### src/rtl/wb_port_arbiter.sv
// Register-file write-port arbiter: the write-back stage has priority; multi-cycle
// results wait in a 2-entry FIFO and, after four consecutive losses, stall the pipe for one grant.
module wb_port_arbiter (
  input  logic        clk,
  input  logic        rst_n,
  input  logic        WB_regwrite,
  input  logic        WB_memtoreg,
  input  logic [31:0] WB_rdata,
  input  logic [31:0] WB_out,
  input  logic [2:0]  WB_rd,
  input  logic        MD_valid,
  input  logic [2:0]  MD_rd,
  input  logic [31:0] MD_result,
  output logic        MD_ready,
  output logic        RF_we,
  output logic [2:0]  RF_waddr,
  output logic [31:0] RF_wdata,
  output logic        pipe_stall
);

  typedef enum logic [1:0] {IDLE, PEND, FORCE} state_e;

  state_e      state_q, state_d;
  logic [1:0]  count_q, count_d;
  logic [1:0]  age_q, age_d;
  logic        rd_ptr_q, rd_ptr_d;
  logic        wr_ptr_q, wr_ptr_d;
  logic [2:0]  fifo_rd_q [2];
  logic [2:0]  fifo_rd_d [2];
  logic [31:0] fifo_data_q [2];
  logic [31:0] fifo_data_d [2];
  logic        rf_we_q, rf_we_d;
  logic [2:0]  rf_waddr_q, rf_waddr_d;
  logic [31:0] rf_wdata_q, rf_wdata_d;
  logic        pipe_stall_q, pipe_stall_d;
  logic        push, pop;

  assign MD_ready   = (count_q != 2'd2);
  assign RF_we      = rf_we_q;
  assign RF_waddr   = rf_waddr_q;
  assign RF_wdata   = rf_wdata_q;
  assign pipe_stall = pipe_stall_q;

  always_comb begin
    push        = MD_valid && MD_ready;
    pop         = 1'b0;
    rf_we_d     = 1'b0;
    rf_waddr_d  = rf_waddr_q;
    rf_wdata_d  = rf_wdata_q;
    fifo_rd_d   = fifo_rd_q;
    fifo_data_d = fifo_data_q;

    if (state_q == FORCE) begin
      pop = (count_q != 2'd0);
    end else if (WB_regwrite) begin
      rf_we_d    = 1'b1;
      rf_waddr_d = WB_rd;
      rf_wdata_d = WB_memtoreg ? WB_rdata : WB_out;
    end else if (count_q != 2'd0) begin
      pop = 1'b1;
    end

    if (pop) begin
      rf_we_d    = 1'b1;
      rf_waddr_d = fifo_rd_q[rd_ptr_q];
      rf_wdata_d = fifo_data_q[rd_ptr_q];
    end

    if (push) begin
      fifo_rd_d[wr_ptr_q]   = MD_rd;
      fifo_data_d[wr_ptr_q] = MD_result;
    end
    rd_ptr_d = rd_ptr_q ^ pop;
    wr_ptr_d = wr_ptr_q ^ push;
    count_d  = count_q + {1'b0, push} - {1'b0, pop};

    state_d = state_q;
    age_d   = age_q;
    case (state_q)
      IDLE: begin
        age_d = 2'd0;
        if (push) state_d = PEND;
      end
      PEND: begin
        if (pop) begin
          age_d = 2'd0;
          if (count_d == 2'd0) state_d = IDLE;
        end else if (age_q == 2'd3) begin
          // fourth consecutive loss: take the port next cycle regardless of WB
          age_d   = 2'd0;
          state_d = FORCE;
        end else begin
          age_d = age_q + 2'd1;
        end
      end
      FORCE: begin
        age_d   = 2'd0;
        state_d = (count_d == 2'd0) ? IDLE : PEND;
      end
      default: begin
        age_d   = 2'd0;
        state_d = IDLE;
      end
    endcase
    pipe_stall_d = (state_d == FORCE);
  end

  always_ff @(posedge clk or negedge rst_n) begin
    if (!rst_n) begin
      state_q      <= IDLE;
      count_q      <= '0;
      age_q        <= '0;
      rd_ptr_q     <= 1'b0;
      wr_ptr_q     <= 1'b0;
      fifo_rd_q    <= '{default: '0};
      fifo_data_q  <= '{default: '0};
      rf_we_q      <= 1'b0;
      rf_waddr_q   <= '0;
      rf_wdata_q   <= '0;
      pipe_stall_q <= 1'b0;
    end else begin
      state_q      <= state_d;
      count_q      <= count_d;
      age_q        <= age_d;
      rd_ptr_q     <= rd_ptr_d;
      wr_ptr_q     <= wr_ptr_d;
      fifo_rd_q    <= fifo_rd_d;
      fifo_data_q  <= fifo_data_d;
      rf_we_q      <= rf_we_d;
      rf_waddr_q   <= rf_waddr_d;
      rf_wdata_q   <= rf_wdata_d;
      pipe_stall_q <= pipe_stall_d;
    end
  end

endmodule
### config.mk
export PLATFORM = sky130hd
export DESIGN_NAME = wb_port_arbiter
export DESIGN_NICKNAME = d
export VERILOG_FILES = /design/src/rtl/wb_port_arbiter.sv
export SDC_FILE = /design/constraint.sdc
export NUM_CORES = 1
export LEC_CHECK = 0
export ABC_AREA = 1
export CORE_AREA = 10 10 136 113
export CTS_CLUSTER_DIAMETER = 30
export DETAILED_ROUTE_END_ITERATION = 8
export DIE_AREA = 0 0 146 123
export GPL_ROUTABILITY_DRIVEN = 0
export HOLD_SLACK_MARGIN = 0.1
export PLACE_DENSITY = 0.73
export SLEW_MARGIN = 10
export SYNTH_ARGS = -nofsm -noshare
export SYNTH_HDL_FRONTEND = slang
export SYNTH_SLANG_ARGS = --single-unit
export TNS_END_PERCENT = 1
### constraint.sdc
create_clock -name clk -period 2 [get_ports clk]
set_clock_uncertainty 0.05 [all_clocks]
set_input_delay 0.5 -clock clk [delete_from_list [all_inputs] [get_ports clk]]
set_output_delay 0.5 -clock clk [all_outputs]
set_load 0.05 [all_outputs]
== Word level (Yosys, flattened, before mapping) ==
Cells that the tools add are included.

* Memories kept: 0
* Input bits: 107
* Output and inout port bits: 38
* Bits in latches: 0
* ROM bits: 0
* Bits in writable memories: 0
* Register bits after elaboration: 115

* Eq/ne operators: 6
* Bitwise gates (word level): 4
* Multipliers: 0
* $lt $le $gt $ge: 3
* Div/mod/pow operators: 0
* Shifts and indexed selects: 0
* Mux-type cells: 34
* Reductions and logical operators: 7
* Add/subtract/negate cells: 3

{| class="wikitable"
|+ Operator list
! operator !! count
|-
| $mux W32 || 8
|-
| $bwmux W64 || 1
|-
| $demux W32 S1 || 1
|-
| $mux W3 || 7
|-
| $mux W2 || 7
|-
| $mux W1 || 7
|-
| $bwmux W6 || 1
|-
| $eq A2 B2 Y1 const B || 3
|-
| $pmux W2 S3 || 1
|-
| $ge A2 B2 Y1 const B || 2
|-
| $logic_not A2 Y1 || 2
|-
| $ne A2 B2 Y1 const B || 2
|-
| $not A1 Y2 || 2
|-
| $reduce_bool A2 Y1 || 2
|-
| $demux W3 S1 || 1
|-
| $add A2 B1 Y2 || 1
|-
| $add A2 B1 Y2 const B || 1
|-
| $eq A2 B1 Y1 const B || 1
|-
| $logic_and A1 B1 Y1 || 2
|-
| $lt A2 B1 Y1 const B || 1
|-
| $reduce_and A2 Y1 || 1
|-
| $sub A2 B1 Y2 || 1
|-
| $xor A1 B1 Y1 || 2
|}

== Logic depth before layout (Yosys ltp) ==
Gate-level depths: netlist (run 1).

* Word-level depth: 10
* Mapped depth: 15

== Worst setup path after synthesis (run 1) ==
No wires, ideal clock.

* Kind: register to register
* From: register count_q[1]
* To: register fifo_data_q[0] in the netlist's numbering
* Data required time: 1825 ps
* Arrival time: 1913 ps
* Slack: -88 ps
* Library setup time: 125 ps
* Path buffers: 2
* Cell stages (with the launch flop): 8
* Cells stage by stage: dfrtp_1 > nand2_1 > nand2_1 > inv_1 > ha_1 > buf_2 > buf_2 > mux2_2

* Cells in the longest elaborated chain, start to end: 2

{| class="wikitable"
|+ RTL lines
! what !! line !! RTL
|-
| start, declared || 24 || <nowiki>logic [1:0] count_q, count_d;</nowiki>
|-
| start signal, assigned || 123 || <nowiki>count_q <= count_d;</nowiki>
|-
| $ne A2 B2 Y1 || 38 || <nowiki>assign MD_ready = (count_q != 2'd2);</nowiki>
|-
| via MD_ready || 14 || <nowiki>output logic MD_ready,</nowiki>
|-
| $logic_and A1 B1 Y1 || 45 || <nowiki>push = MD_valid && MD_ready;</nowiki>
|-
| end signal, assigned || 128 || <nowiki>fifo_data_q <= fifo_data_d;</nowiki>
|-
| end, declared || 30 || <nowiki>logic [31:0] fifo_data_q [2];</nowiki>
|}

The timed path passes the listed nets, and every way through them passes these cells.
A chain may end at the register's enable or synchronous reset.

== Final worst setup path (run 1) ==
* From: input port WB_regwrite
* To: register state_q[0]

* Cells in the longest elaborated chain, start to end: 7
* Elaborated cells on any way between the ends: 8
* Classes of those cells: add/sub (1); mux (6); reduce/logical (1)

{| class="wikitable"
|+ RTL lines
! what !! line !! RTL
|-
| start, declared || 6 || <nowiki>input logic WB_regwrite,</nowiki>
|-
| $mux W1 (*) || 55 || <nowiki>end else if (WB_regwrite) begin</nowiki>
|-
| $mux W1 (*) || 53 || <nowiki>if (state_q == FORCE) begin</nowiki>
|-
| $sub A2 B1 Y2 || 75 || <nowiki>count_d = count_q + {1'b0, push} - {1'b0, pop};</nowiki>
|-
| $logic_not A2 Y1 || 87, 98 ||
|-
| $mux W2 || 87 || <nowiki>if (count_d == 2'd0) state_d = IDLE;</nowiki>
|-
| $mux W2 || 85 || <nowiki>if (pop) begin</nowiki>
|-
| $pmux W2 S3 (*) || 79 || <nowiki>case (state_q)</nowiki>
|-
| via state_d[0] || 23 || <nowiki>state_e state_q, state_d;</nowiki>
|-
| end signal, assigned || 122 || <nowiki>state_q <= state_d;</nowiki>
|-
| end, declared || 23 ||
|}

Mark *: on every way through the listed nets, which the timed path passes. The rest lies on a longest branch.

==> metrics.md, run 1 <==
| Metric | Value |
|---|---|
| RSZ-0062 raised after global routing | false |
| Die Wd | 146 µm |
| Least-Margin Pin Slew | 0.639 ns |
| Setup Buffers After CTS | 0 |
| Crit path time final | 1.78 ns |
| Highest metal used | met4 |
| Commonest non-fill, non-tap cell in the layout | nand2_1 |
| Num ports | 145 |
| Run status | completed |
| Overflow after GRT | 0 |
| Startpoint types | primary input |
| Max-cap violations | 0 |
| Initial drt markers | 267 |
| FF-to-FF Start | count_q[1]$_DFF_PN0_ |
| Core region area | 0.0126 mm² |
| Most frequent cells in the layout | 124 x nand2_1, 114 x dfrtp_1, 104 x o21ai_0, 104 x clkdlybuf4s50_1, 56 x buf_4 |
| Lkg Pwr | 3.57 nW |
| R2R Setup Slk | 0.24 ns |
| R2R depth | 10 |
| Cell Area, Placed | 0.00707 mm² |
| Final WL | 14900 µm |
| Hold buffers post-CTS | 0 |
| Crit end category | register |
| Via total after detailed routing | 4515 |
| Non-Filler Instances | 913 |
| Placed instance count | 880 |
| Die Y | 123 µm |
| Final period util | 89.1% |
| Final nets | 835 |
| Root Driver | clkbuf_16 |
| Peak supply drop | 0.763 mV |
| Mapped Cells | 579 |
| Row cnt | 37 |
| Sequential share of the synthesized area | 52.6% |
| Dominant cells by area after synthesis | dfrtp_1 53%, o21ai_0 9.5%, nand2_1 8.6% |
| Req. time, crit path | 2.24 ns |
| Reg2Reg Capture Point | state_q[0]$_DFF_PN0_ |
| WL met2 | 6940 µm |
| Net Count, Synth | 690 |
| Met1 Wirelength | 6760 µm |
| Max_slew headroom | 57.4% |
| Endpoints failing hold | 0 |
| Synthesized flop and latch total | 115 |
| First-pass GRT wire length | 24200 µm |
| PortBufs | 144 |
| Pwr dens | 1660 mW/mm² |
| CTS Buf Count | 17 |
| Synthesis-to-layout area growth | 41.5% |
| Critical Path Start | WB_regwrite |
| TritonCTS sink count | 115 |
| Worst Path Arrival | 2.02 ns |
| Final Instance Area | 0.00775 mm² |
| CTS tree | built |
| Crit Path Class | primary input to register |
| Post_cts resized | 0 |
| Synth top area share | 52.6% |
| First-pass iteration count of the detailed router | 4 |
| Worst-path fanout max | 4 |
| Die Area | 0.0180 mm² |
| Gr usage total | 16.6% |
| YS warnings | 0 |
| CTS H-tree depth | 4 |
| Starting Density | 43.3% |
| Number of global-route vias before repair | 4736 |
| Clock latency on the worst-skew pair | 0.40 ns |
| Clk slew on worst S/H paths | 0.05 ns |
| # fillers | 1048 |
| Initial antenna violation count | 3 |
| DRT antenna net count | 0 |
| Post-DP HPWL | 10700 µm |
| Final setup fails | 0 |
| CTS max path bufs | 2 |
| Mapped cell area | 0.00547 mm² |
| Sequential cell area | 0.00288 mm² |
| Largest net degree at the start of global routing | 116 |
| Average size of a mapped cell | 9.45 µm² |
| Synth unique cells | 26 |
| Avg WL per Cell | 16.3 µm |
| Area taken by multi-input logic gates | 0.00220 mm² |
| CP Capture Point | state_q[0]$_DFF_PN0_ |
| Area leader, netlist | dfrtp_1 |
| Share of layout cells above drive strength 1 | 18.6% |
| Fmax | 561 MHz |
| Pins Over Slew Limit | 0 |
| Worst min-delay path class | primary input to asynchronous set/reset pin |
| Drt drc | 0 |
| Met3 wire length | 1050 µm |
| Vias/cell | 4.95 |
## cells by family after synthesis
| logic type | after synthesis | share of synthesized area (%) |
|---|---|---|
| fa+ha+maj | 4 | 0.914 |
| xor+xnor | 2 | 0.320 |
| buf+inv | 86 | 7.38 |
| compound gates | 122 | 11.6 |
| flops | 115 | 52.6 |
| simple gates | 183 | 14.2 |
| mux | 67 | 13.1 |
## layer usage
metal | vias to the layer above | track usage [%]
li1 | 2229 | -
met5 | - | 0
met1 | 2151 | 20.4
met3 | 8 | 6.57
met4 | 0 | 5.24
met2 | 127 | 26.6
## flip-flops by register name, summed over array words and instances (netlist names)
signal	flops
RF_waddr	3
RF_wdata	32
RF_we	1
age_q	2
count_q	2
fifo_data_q	64
fifo_rd_q	6
pipe_stall	1
rd_ptr_q	1
state_q	2
wr_ptr_q	1
## critical path, stage by stage
cell	delay, ns
clkdlybuf4s50_1	0.52
nand2_4	0.09
nand3_1	0.10
nand2_1	0.06
ha_1	0.18
xor2_1	0.18
inv_1	0.06
nand3_1	0.12
nand4_1	0.09
nand2_1	0.07
nand2_1	0.05
## synthesized netlist by cell type, drive strengths merged
master,n
buf,27
nor2,4
nand4,2
xor2,1
nor4,1
o22ai,1
nand2,128
inv,44
o21ai,108
clkbuf,15
dfrtp,115
xnor2,1
mux2i,32
o211ai,9
or2,1
ha,4
nand3,47
mux2,35
a21oi,4
## worst min-delay path by stage
| stage | start | to | slack (ns) | depth (start not counted) |
|---|---|---|---|---|
| 2_1_floorplan | rst_n | RF_waddr[0]$_DFFE_PN0P_ | 0.15 | 0 |
| 3_3_place_gp | age_q[0]$_DFF_PN0_ | age_q[0]$_DFF_PN0_ | 0.38 | 1 |
| 3_5_place_dp | age_q[0]$_DFF_PN0_ | age_q[0]$_DFF_PN0_ | 0.39 | 1 |
| 4_1_cts | rst_n | RF_wdata[21]$_DFFE_PN0P_ | 0.16 | 2 |
| 5_1_grt | rst_n | RF_wdata[20]$_DFFE_PN0P_ | 0.16 | 2 |
| 6_report | rst_n | RF_wdata[21]$_DFFE_PN0P_ | 0.09 | 2 |
## layout make-up
type,instances,share of cell area (%)
multi-input cells,378,28.4
clock inverters,10,2.62
well taps,175,2.83
diodes,2,0.0646
clock buffers,21,6.07
flip-flops and latches,115,37.2
inverters,44,2.13
repair buffers,168,20.7
## metrics by stage
stage / TNS (ns) / util (%) / worst slack, ns / hold slack, ns / total power [W]
5_1_grt: 0 / 61.3 / 0.0642 / 0.165 / 0.0137
2_1_floorplan: 0 / - / 0.0805 / 0.154 / 0.00766
3_5_place_dp: -5.54 / 55.9 / -0.192 / 0.393 / 0.00946
6_report: 0 / 61.3 / 0.219 / 0.0878 / 0.0128
4_1_cts: 0 / 61.3 / 0.231 / 0.158 / 0.0130
3_3_place_gp: -4.58 / 55.9 / -0.139 / 0.377 / 0.00921
## report_power, final
group,leakage (nW),switching [W],total [W],internal [W]
Sequential,1.38,0.000676,0.00416,0.00348
Clock,0.329,0.00100,0.00343,0.00242
Combinational,1.86,0.00325,0.00526,0.00201
Total,3.57,0.00493,0.0128,0.00791
Note: power is estimated with default switching activity, not from simulation.
==> run 2: changes to the inputs <==
Settings changed: SKIP_LAST_GASP set to 1.
==> results of run 2 <==
The final DEF is identical to that of run 1; final timing and power are the same.
